===== src/rtl/ttt_turn_controller.sv =====
// ttt_turn_controller: tic-tac-toe move sequencer and board owner.
// Optional per-turn auto-move timer is built when TTT_TIMEOUT_EN is defined.
module ttt_turn_controller #(
  parameter int TIMEOUT_CYCLES = 500_000_000,
  parameter int TMR_W          = 32
) (
  input  logic       clk,
  input  logic       rst,
  input  logic       start,
  input  logic       sel_p,
  input  logic       confirm_p,
  input  logic       ext_valid,
  input  logic [3:0] ext_cell,
  output logic       ext_ready,
  output logic [8:0] board_x,
  output logic [8:0] board_o,
  output logic [3:0] cursor,
  output logic       turn,
  output logic [2:0] state,
  output logic [1:0] winner,
  output logic       game_over,
  output logic       err_p,
  output logic       timeout_p
);

  typedef enum logic [2:0] {
    S_IDLE   = 3'd0,
    S_TURN_X = 3'd1,
    S_TURN_O = 3'd2,
    S_CHECK  = 3'd3,
    S_DONE   = 3'd4
  } state_e;

  // Reject a timer too narrow to ever reach the terminal count.
  if ((64'd1 << TMR_W) <= 64'(TIMEOUT_CYCLES)) begin : g_bad_tmr_w
    $error("TMR_W too narrow for TIMEOUT_CYCLES");
  end

  function automatic logic [3:0] lowest_empty(input logic [8:0] occ);
    lowest_empty = 4'd0;
    for (int i = 8; i >= 0; i--) begin
      if (!occ[i]) lowest_empty = 4'(i);
    end
  endfunction

  function automatic logic [3:0] next_empty(input logic [8:0] occ,
                                            input logic [3:0] cur);
    logic found;
    int   idx;
    next_empty = cur;
    found      = 1'b0;
    for (int k = 1; k <= 8; k++) begin
      idx = (int'(cur) + k) % 9;
      if (!found && !occ[idx]) begin
        next_empty = 4'(idx);
        found      = 1'b1;
      end
    end
  endfunction

  function automatic logic has_line(input logic [8:0] b);
    has_line = (b[0] & b[1] & b[2]) | (b[3] & b[4] & b[5]) |
               (b[6] & b[7] & b[8]) | (b[0] & b[3] & b[6]) |
               (b[1] & b[4] & b[7]) | (b[2] & b[5] & b[8]) |
               (b[0] & b[4] & b[8]) | (b[2] & b[4] & b[6]);
  endfunction

  state_e     state_q, state_d;
  logic [8:0] bx_q, bx_d;
  logic [8:0] bo_q, bo_d;
  logic [3:0] cursor_q, cursor_d;
  logic       turn_q, turn_d;
  logic [1:0] winner_q, winner_d;
  logic       over_q, over_d;
  logic       rdy_q, rdy_d;
  logic       err_q, err_d;

  logic [8:0] occ;
  logic [8:0] mover;
  logic [3:0] low_empty;
  logic       o_ok;

  assign occ       = bx_q | bo_q;
  assign mover     = turn_q ? bo_q : bx_q;
  assign low_empty = lowest_empty(occ);
  assign o_ok      = (ext_cell <= 4'd8) && !occ[ext_cell];

`ifdef TTT_TIMEOUT_EN
  localparam logic [TMR_W-1:0] TMO_LAST = TMR_W'(TIMEOUT_CYCLES - 1);
  localparam logic [TMR_W-1:0] TMR_ONE  = TMR_W'(1);

  logic [TMR_W-1:0] timer_q, timer_d;
  logic             tmo_q, tmo_d;
  logic             in_turn;

  assign in_turn = (state_q == S_TURN_X) || (state_q == S_TURN_O);
`endif

  // Next-state, board and flag computation for the game sequencer.
  always_comb begin
    state_d  = state_q;
    bx_d     = bx_q;
    bo_d     = bo_q;
    cursor_d = cursor_q;
    turn_d   = turn_q;
    winner_d = winner_q;
    err_d    = 1'b0;
    unique case (state_q)
      S_IDLE: begin
        bx_d = '0;
        bo_d = '0;
        if (start) begin
          state_d  = S_TURN_X;
          turn_d   = 1'b0;
          cursor_d = 4'd0;
          winner_d = 2'b00;
        end
      end
      S_TURN_X: begin
        if (confirm_p) begin
          bx_d[cursor_q] = 1'b1;
          state_d        = S_CHECK;
        end else if (sel_p) begin
          cursor_d = next_empty(occ, cursor_q);
        end
      end
      S_TURN_O: begin
        if (ext_valid) begin
          if (o_ok) begin
            bo_d[ext_cell] = 1'b1;
            state_d        = S_CHECK;
          end else begin
            err_d = 1'b1;
          end
        end
      end
      S_CHECK: begin
        if (has_line(mover)) begin
          winner_d = turn_q ? 2'b10 : 2'b01;
          state_d  = S_DONE;
        end else if (&occ) begin
          winner_d = 2'b11;
          state_d  = S_DONE;
        end else begin
          turn_d = ~turn_q;
          if (turn_q) begin
            state_d  = S_TURN_X;
            cursor_d = low_empty;
          end else begin
            state_d = S_TURN_O;
          end
        end
      end
      S_DONE: begin
        if (start) begin
          bx_d     = '0;
          bo_d     = '0;
          winner_d = 2'b00;
          turn_d   = 1'b0;
          cursor_d = 4'd0;
          state_d  = S_TURN_X;
        end
      end
      default: state_d = S_IDLE;
    endcase

`ifdef TTT_TIMEOUT_EN
    tmo_d = 1'b0;
    if (in_turn && (state_d == state_q) && (timer_q == TMO_LAST)) begin
      if (turn_q) bo_d[low_empty] = 1'b1;
      else        bx_d[low_empty] = 1'b1;
      tmo_d   = 1'b1;
      state_d = S_CHECK;
    end
    if (in_turn && (state_d == state_q)) timer_d = timer_q + TMR_ONE;
    else                                 timer_d = '0;
`endif

    rdy_d  = (state_d == S_TURN_O);
    over_d = (state_d == S_DONE);
  end

  // Register all state and outputs; reset drops any in-flight commit.
  always_ff @(posedge clk) begin
    if (rst) begin
      state_q  <= S_IDLE;
      bx_q     <= '0;
      bo_q     <= '0;
      cursor_q <= 4'd0;
      turn_q   <= 1'b0;
      winner_q <= 2'b00;
      over_q   <= 1'b0;
      rdy_q    <= 1'b0;
      err_q    <= 1'b0;
`ifdef TTT_TIMEOUT_EN
      timer_q  <= '0;
      tmo_q    <= 1'b0;
`endif
    end else begin
      state_q  <= state_d;
      bx_q     <= bx_d;
      bo_q     <= bo_d;
      cursor_q <= cursor_d;
      turn_q   <= turn_d;
      winner_q <= winner_d;
      over_q   <= over_d;
      rdy_q    <= rdy_d;
      err_q    <= err_d;
`ifdef TTT_TIMEOUT_EN
      timer_q  <= timer_d;
      tmo_q    <= tmo_d;
`endif
    end
  end

  assign ext_ready = rdy_q;
  assign board_x   = bx_q;
  assign board_o   = bo_q;
  assign cursor    = cursor_q;
  assign turn      = turn_q;
  assign state     = state_q;
  assign winner    = winner_q;
  assign game_over = over_q;
  assign err_p     = err_q;
`ifdef TTT_TIMEOUT_EN
  assign timeout_p = tmo_q;
`else
  assign timeout_p = 1'b0;
`endif

endmodule


===== config.mk =====
export PLATFORM = sky130hd
export DESIGN_NAME = ttt_turn_controller
export DESIGN_NICKNAME = d
export VERILOG_FILES = /design/src/rtl/ttt_turn_controller.sv
export SDC_FILE = /design/constraint.sdc
export NUM_CORES = 1
export LEC_CHECK = 0
export ABC_AREA = 1
export ABC_CLOCK_PERIOD_IN_PS = 8000
export CAP_MARGIN = 20
export CORE_ASPECT_RATIO = 0.9
export CORE_MARGIN = 1.5
export CORE_UTILIZATION = 41
export DETAILED_ROUTE_END_ITERATION = 8
export HOLD_SLACK_MARGIN = 0.15
export PLACE_DENSITY_LB_ADDON = 0.08
export SKIP_LAST_GASP = 1
export SLEW_MARGIN = 40
export SYNTH_ARGS = -nofsm -noshare
export SYNTH_HDL_FRONTEND = slang
export SYNTH_SLANG_ARGS = --single-unit

===== constraint.sdc =====
create_clock -name clk -period 8 [get_ports clk]
set_clock_uncertainty 0.15 [all_clocks]
set_input_delay 1.6 -clock clk [delete_from_list [all_inputs] [get_ports clk]]
set_output_delay 1.6 -clock clk [all_outputs]
set_load 0.02 [all_outputs]

# [Word-level counts from Yosys, hierarchy flattened]
# Index checks and enable logic that the tools add are counted.
[totals] reg_bits=31 inputBits=10 elab_cells=230 out_inout_bits=32
[op_classes] order_cmp=13 muxes=107 reduce_logical=38 div=8 n_eq_ne=18 bitwise_logic=29 addsub=8
[op_table] op="less-than comparator 32 x 6 -> 1 bit, second input constant" n=8
[op_table] op="remainder unit 32 x 5 -> 32 bit, second input constant" n=8
[op_table] op="two-way mux 4 bit" n=23
[op_table] op="case mux 9 bit (3 select lines)" n=2
[op_table] op="two-way mux 1 bit" n=51
[op_table] op="two-way mux 9 bit" n=5
[op_table] op="binary-select mux 1 bit (select 4 bit)" n=9
[op_table] op="bitwise OR 9 bit" n=3
[op_table] op="adder 4 x 3 -> 5 bit, second input constant" n=4
[op_table] op="two-way mux 3 bit" n=6
[op_table] op="!= test 2 bit, second input constant" n=9
[op_table] op="bitwise AND 1 bit" n=16
[op_table] op="logical NOT 1 bit" n=15
[op_table] op="case mux 3 bit (4 select lines)" n=1
[op_table] op="case mux 4 bit (3 select lines)" n=1
[op_table] op="adder 4 x 2 -> 5 bit, second input constant" n=2
[op_table] op="logical AND 1 bit" n=10
[op_table] op="less-than comparator 4 x 5 -> 1 bit, second input constant" n=2
[op_table] op="two-way mux 2 bit" n=5
[op_table] op="== test 3 x 2 -> 1 bit, second input constant" n=3
[op_table] op="!= test 9 bit, second input constant" n=1
[op_table] op="AND reduction 9 bit" n=1
[op_table] op="nonzero test 3 bit" n=3
[op_table] op="demux 1 bit (select 4 bit)" n=2
[op_table] op="19 further kinds" n=31

# [Logic depth before layout (Yosys ltp)]
# Gate-level depths: netlist of the first run.
[logic_depth] word_depth=51 mapped_depth=32 mapped_depth_nobuf=32

# [Worst setup path before layout of the first run]
# OpenSTA, ideal clock, no wires.
[synth_timing] path_type="reg2reg" startpoint="reg cursor_q[0] (netlist: cursor[0])" endpoint="reg cursor_q[2] (netlist: cursor[2])" stages_incl_launch_ff=26 setup_ns=0.118 setup_slack_ns=3.189 period_less_slack_ns=4.811 required_time_ns=7.732 n_path_buf=3 arrival_time_ns=4.543 path_cell_list="dfxtp_1 buf_4 inv_1 buf_2 ha_1 buf_2 clkinv_1 ha_1 inv_1 nand2_1 o21ai_2 xor2_1 ha_1 nand2_1 o21ai_2 nand2_1 nand2_1 xor2_1 inv_2 o21ai_1 nand3_1 or2_4 nand3_4 inv_2 o21ai_1 a21oi_1"
[synth_between] elab_chain_cells=51 word_cells_on_any_way=102 classes_between="add/sub: 8; div: 8; eq/ne: 1; mux: 63; reduce/logical: 22"
[synth_lines] item="start: declaration" line="71" source="logic [3:0] cursor_q, cursor_d;"
[synth_lines] item="start signal: assignment" line="203" source="cursor_q <= cursor_d;"
[synth_lines] item="adder 4 x 1 -> 5 bit" line="53" source="idx = (int'(cur) + k) % 9;"
[synth_lines] item="remainder unit 32 x 5 -> 32 bit" line="53"
[synth_lines] item="binary-select mux 1 bit (select 4 bit)" line="54" source="if (!found && !occ[idx]) begin"
[synth_lines] item="two-way mux 1 bit (not written as such) (2 in series)" line="54"
[synth_lines] item="two-way mux 1 bit" line="54"
[synth_lines] item="two-way mux 1 bit" line="123" source="end else if (sel_p) begin"
[synth_lines] item="two-way mux 1 bit" line="120" source="if (confirm_p) begin"
[synth_lines] item="two-way mux 1 bit" line="108" source="unique case (state_q)"
[synth_lines] item="[... 34 more ...]"
[synth_lines] item="two-way mux 1 bit" line="120"
[synth_lines] item="two-way mux 1 bit" line="108"
[synth_lines] item="logical NOT 1 bit" line="54"
[synth_lines] item="logical AND 1 bit" line="54"
[synth_lines] item="two-way mux 4 bit" line="54"
[synth_lines] item="two-way mux 4 bit" line="123"
[synth_lines] item="two-way mux 4 bit" line="120"
[synth_lines] item="case mux 4 bit (3 select lines)" line="108"
# Parallel ways exist; a longest one is shown, timed or not. The select of a mux whose other input is x is not followed.
# A chain may end at the register's enable or synchronous reset.

# [Final worst setup path of the first run]
[layout_timing] startpoint="reg cursor_q[0] (netlist: cursor[0])" endpoint="reg cursor_q[3] (netlist: cursor[3])"
# Same word-level chain as after synthesis.

==> summary.txt, run 1 <==
Outcome: completed
CP Capture Type: register
Period utilisation layout: 71.8%
Slew @ Worst Pin: 0.836 ns
Core area: 12,600 um^2
Worst-path fanout max: 38
Wirelength per Cell: 14.4 um
Largest cells by area after synthesis: nand2_1 (17%), nand3_1 (12%), dfxtp_1 (12%), ha_1 (11%), inv_1 (10%)
Post-route setup TNS: 0 ns
TritonCTS clock tree: built
Number of clock sinks: 31
Ant diodes: 0
Max IR drop VDD: 133 uV
Leak: 2.77 nW
Drt total wl: 16,200 um
Largest net degree at the start of global routing: 39
Crit-path cells: buf_4 > inv_1 > ha_1 > clkinv_1 > ha_1 > inv_1 > nand2_1 > o21ai_2 > xor2_1 > ha_1 > nand2_1 > o21ai_2 > nand2_1 > nand2_1 > xor2_1 > inv_2 > o21ai_1 > nand3_1 > or2_4 > nand3_4 > inv_2 > o21ai_1 > a21oi_1
Clock Pin Slew Worst Setup and Hold Paths: 0.05 ns
Syn_nets: 975
Area Growth Syn to Fin: 13.4%
Port bufs: 40
Die W: 123 um
Fillers: 1,368
Finished Layout Cells: 1,120
Share of cells above drive strength 1: 6.80%
Crit path kind: register to register
Vias/cell: 5.19
Commonest non-fill, non-tap cell in the layout: nand2_1
Area after DPL: 5870 um^2
Asr flop ratio synth: 0%
Cell Rows: 39
FF/Latch Area: 621 um^2
Vias: 5,809
Arr. time, crit path: 5.76 ns
Area leader, netlist: nand2_1
Cell family with most CP delay: buffers and inverters
Top FF cell, synth: dfxtp_1
Startpoint class of the critical path: register
Peak Freq: 0.174 GHz
RSZ-0062 raised after global routing: false
Commonest cells after routing, fill and taps aside: nand2_1 (234), inv_1 (144), nand3_1 (130)
Initial antenna violation count: 0
CTS resizes: 0
First-pass GRT wire length: 26,600 um
Die H: 111 um
Hold Path Class: register to register
DRT iter0 DRCs: 467
Slowest stage cell, crit path: ha_1
Initial Util: 41.9%
RD Place Congestion: 0.897
Yosys warning total: 0
Dpl cells: 1,112
Seq cells post-synth: 31
Hold Fails Final Rpt: 0
Post-route cell area: 6010 um^2
Drc violations: 0
Relative slew slack: 44.2%
Clk_lat worst skew: 0.28 ns
Final ANT Viol Nets: 0
EDFF count, synth: 0
Unique masters post-synth: 51
Vias in the first global route: 5,157
CP required: 8.01 ns
Fin util: 47.6%
Max stage delay on crit path: 0.75 ns
Cts hold-fix bufs: 0
Pwr Density: 467 nW/um^2
DIE AREA: 13,600 um^2
Final Setup Violations: 0
Clock Path Buffers: 2
Setup repair bufs after CTS: 0
Share of the synthesized area in the top cell type: 16.6%
GRT overflow: 0
Register area share after synthesis: 11.7%
# IOs: 42
Total CTS buffers: 5
# H-tree levels: 2
Max-cap violations: 0
Post-DP HPWL: 13,000 um
Root Driver: clkbuf_16
# nets final: 1,013
Final slew viol count: 0
Drt first pass iters: 5
Bufs and invs on worst path: 6
Gr usage total: 24.4%
Critical Path Most Common Cell: nand2_1
Area of the multi-input gates: 4030 um^2
Average size of a mapped cell: 5.78 um^2
Cells after Synth: 917
Synth Cell Area: 5300 um^2
Final min period: 5.74 ns
[per-layer routing]
layer / part of all wire (%) / global-route usage, % / up-vias
li1: - / - / 3079
met1: 55 / 39.7 / 2565
met2: 39 / 33.4 / 149
met3: 5.8 / 3.24 / 16
met4: 0.67 / 4.26 / 0
met5: 0 / 0 / -
[report_power, final]
part	total (W)	leakage [nW]	internal, W	switching, W
combinational	0.00243	2.45	0.000729	0.00170
sequential	0.000196	0.251	0.000170	0.0000258
clock	0.000182	0.0679	0.000115	0.0000677
total	0.00281	2.77	0.00101	0.00179
[flip-flops by register name, summed over array words and instances, names as in the netlist, 2 cells and up]
name and count:
board_o 9, winner 2, state 3, cursor 4
board_x 9
[cell type report]
type	count	share of cell area [%]
inverters	155	9.72
multi-input cells	717	67.0
clock inverters	1	0.0833
well taps	164	3.41
flip-flops and latches	31	10.3
repair buffers	45	7.29
clock buffers	7	2.21
[cells in the mapped netlist, types with 15 or more instances]
cell type  number
nand3_1       130
nand2_1       234
xor2_1         21
nand2_2        16
nand4_1        17
o21ai_0        33
ha_1           48
nor2_1         63
inv_1         144
nor3_1         15
a21oi_1        44
o211ai_1       15
dfxtp_1        31
[cells by family (layout without fill, tap and decap cells)]
kind of cell,count (synthesis),count (layout),synth area share (%)
AO/OA/AOI/OAI,135,135,15.2
AND/OR/NAND/NOR,506,506,44.6
adder cells (fa/ha/maj),48,48,11.3
buffers and inverters,169,208,12.3
other,1,1,0.0708
flip-flops,31,31,11.7
XOR/XNOR,27,27,4.75
[stage by stage]
step | power, W | setup WS [ns] | hold slack [ns]
2_1_floorplan | 0.00205 | 3.19 | 0.380
4_1_cts | 0.00279 | 2.29 | 0.317
5_1_grt | 0.00314 | 1.59 | 0.332
6_report | 0.00281 | 2.26 | 0.311
3_5_place_dp | 0.00259 | 2.30 | 0.309
3_3_place_gp | 0.00261 | 2.42 | 0.302
[worst min-delay path, stage by stage, from the launching register on]
cell     delay (ns)
dfxtp_1        0.30
nand2_1        0.06
a21oi_1        0.05
[final timing paths]
path / endpoint / slack [ns] / start / depth (start not counted)
max: cursor[3] / 2.26 / cursor[0] / 23
min: winner[0] / 0.31 / winner[0] / 2
max reg2reg: cursor[3] / 2.26 / cursor[0] / 23
min reg2reg: winner[0] / 0.31 / winner[0] / 2
Note: power is estimated with default switching activity, not from simulation.
==> run 2, diff against run 1 <==
Settings changed: ABC_CLOCK_PERIOD_IN_PS 8000 to 5500.
Clock period 8 ns to 5.5 ns, I/O delays scaled along.
==> summary.txt, run 2 (same netlist as run 1, synthesis figures left out) <==
Core area: 12,600 um^2 (unchanged)
Wirelength per Cell: 14.6 um (+1.4%)
Vias/cell: 5.23 (+0.82%)
Initial Util: 41.9% (unchanged)
Post-DP HPWL: 13,200 um (+1.8%)
Clock Path Buffers: 2 (unchanged)
Outcome: completed
Cell Rows: 39 (unchanged)
DIE AREA: 13,600 um^2 (unchanged)
Slew @ Worst Pin: 0.734 ns (-0.102 ns)
RD Place Congestion: 0.890 (-0.81%)
Cts hold-fix bufs: 0 (unchanged)
Commonest non-fill, non-tap cell in the layout: nand2_1
Clk_lat worst skew: 0.28 ns (about the same)
Clock Pin Slew Worst Setup and Hold Paths: 0.06 ns (about the same)
First-pass GRT wire length: 26,800 um (+0.83%)
Hold Path Class: register to register
Fillers: 1,379 (+0.80%)
Drc violations: 0 (unchanged)
Max-cap violations: 0 (unchanged)
Max stage delay on crit path: 0.75 ns (about the same)
Setup repair bufs after CTS: 0 (unchanged)
Drt first pass iters: 5 (unchanged)
Die W: 123 um (unchanged)
# H-tree levels: 2 (unchanged)
Period utilisation layout: 87.6% (+16 points)
Vias in the first global route: 5,158 (+0.019%)
Number of clock sinks: 31 (unchanged)
Initial antenna violation count: 0 (unchanged)
Crit path kind: register to register
Area Growth Syn to Fin: 14.8%
Total CTS buffers: 5 (unchanged)
Startpoint class of the critical path: register
Pwr Density: 695 nW/um^2 (+49%)
CP Capture Type: register
Arr. time, crit path: 4.86 ns (-0.90 ns)
Power, Total: 0.00423 W (+51%)
Final Setup Violations: 0 (unchanged)
Root Driver: clkbuf_16
Peak Freq: 0.207 GHz (+19%)
Slowest stage cell, crit path: dfxtp_1
TritonCTS clock tree: built
GRT overflow: 0 (unchanged)
Worst-path fanout max: 14 (-63%)
Post-route setup TNS: 0 ns (unchanged)
Commonest cells after routing, fill and taps aside: nand2_1 (234), inv_1 (144), nand3_1 (130)
Relative slew slack: 50.6% (+6.4 points)
Port bufs: 40 (unchanged)
DRT iter0 DRCs: 505 (+8.1%)
Final min period: 4.82 ns (-0.924 ns)
RSZ-0062 raised after global routing: false
Drt total wl: 16,500 um (+1.9%)
Gr usage total: 24.6% (+0.22 points)
CP required: 5.54 ns (-2.47 ns)
Final ANT Viol Nets: 0 (unchanged)
Ant diodes: 0 (unchanged)
# nets final: 1,018 (+0.49%)
Vias: 5,883 (+1.3%)
Final slew viol count: 0 (unchanged)
Hold Fails Final Rpt: 0 (unchanged)
Leak: 2.81 nW (+1.5%)
Largest net degree at the start of global routing: 37 (-5.1%)
Critical Path Most Common Cell: nand2_1
# IOs: 42 (unchanged)
Share of cells above drive strength 1: 7.49% (+0.69 points)
Bufs and invs on worst path: 5 (-1)
Cell family with most CP delay: simple AND/OR/NAND/NOR gates
Die H: 111 um (unchanged)
Max IR drop VDD: 351 uV (+160%)
CTS resizes: 0 (unchanged)
-- run 2: cell types whose count changed in the layout (fill, tap and decap cells not counted) --
cell,before,now
clkbuf_1,2,0
bufinv_16,0,1
clkbuf_8,0,1
buf_4,5,10
-- run 2: path summary, 6_finish.rpt --
path,from,end,slack (ns),depth (start not counted)
worst min-delay path,winner[0],winner[0],0.31,2
worst max register to register,cursor[3],cursor[1],0.68,25
worst max-delay path,cursor[3],cursor[1],0.68,25
worst min register to register,winner[0],winner[0],0.31,2
-- run 2: through the flow --
stage	area (um^2)	setup WS, ns	instances	hold slack, ns	util, %
floorplan	5300	0.689	917	0.380	-
global placement	5910	0.745	1117	0.301	46.8
detailed placement	5910	0.772	1117	0.310	46.8
CTS	6080	0.738	1125	0.317	48.1
global route	6080	0.254	1125	0.344	48.1
finish	6080	0.681	1125	0.310	48.1
-- run 2: cell type report --
type / count / area, um^2 / area share [%]
multi-input combinational: 717 / 4030 / 66.2
clock inverter: 2 / 35.0 / 0.576
sequential: 31 / 621 / 10.2
timing repair buffer: 50 / 475 / 7.81
clock buffer: 6 / 139 / 2.28
tap: 164 / 205 / 3.37
inverter: 155 / 584 / 9.60
-- run 2: layer usage --
layer / GRT usage [%] / part of all wire [%]
met5: 0 / 0
met4: 3.33 / 0.85
met3: 3.34 / 5.9
met2: 33.7 / 39
met1: 40.5 / 54
-- run 2: power breakdown --
| part | internal (W) | leakage (nW) | total, W | switching (W) |
|---|---|---|---|---|
| logic | 0.00109 | 2.47 | 0.00361 | 0.00252 |
| clock network | 0.000225 | 0.0868 | 0.000334 | 0.000109 |
| registers | 0.000247 | 0.251 | 0.000285 | 0.0000384 |
-- run 2: tightest hold or removal path: cells and delay by family, from the launching register on --
family             cells  cell delay (ns)
and+or+nand+nor        1             0.06
AOI/OAI and AO/OA      1             0.05
DFF                    1             0.30
==> run 3, diff against run 2 <==
Settings changed: SLEW_MARGIN 40 to 25.
==> results of run 3 <==
Final layout, timing and power as in run 2 (identical DEF).
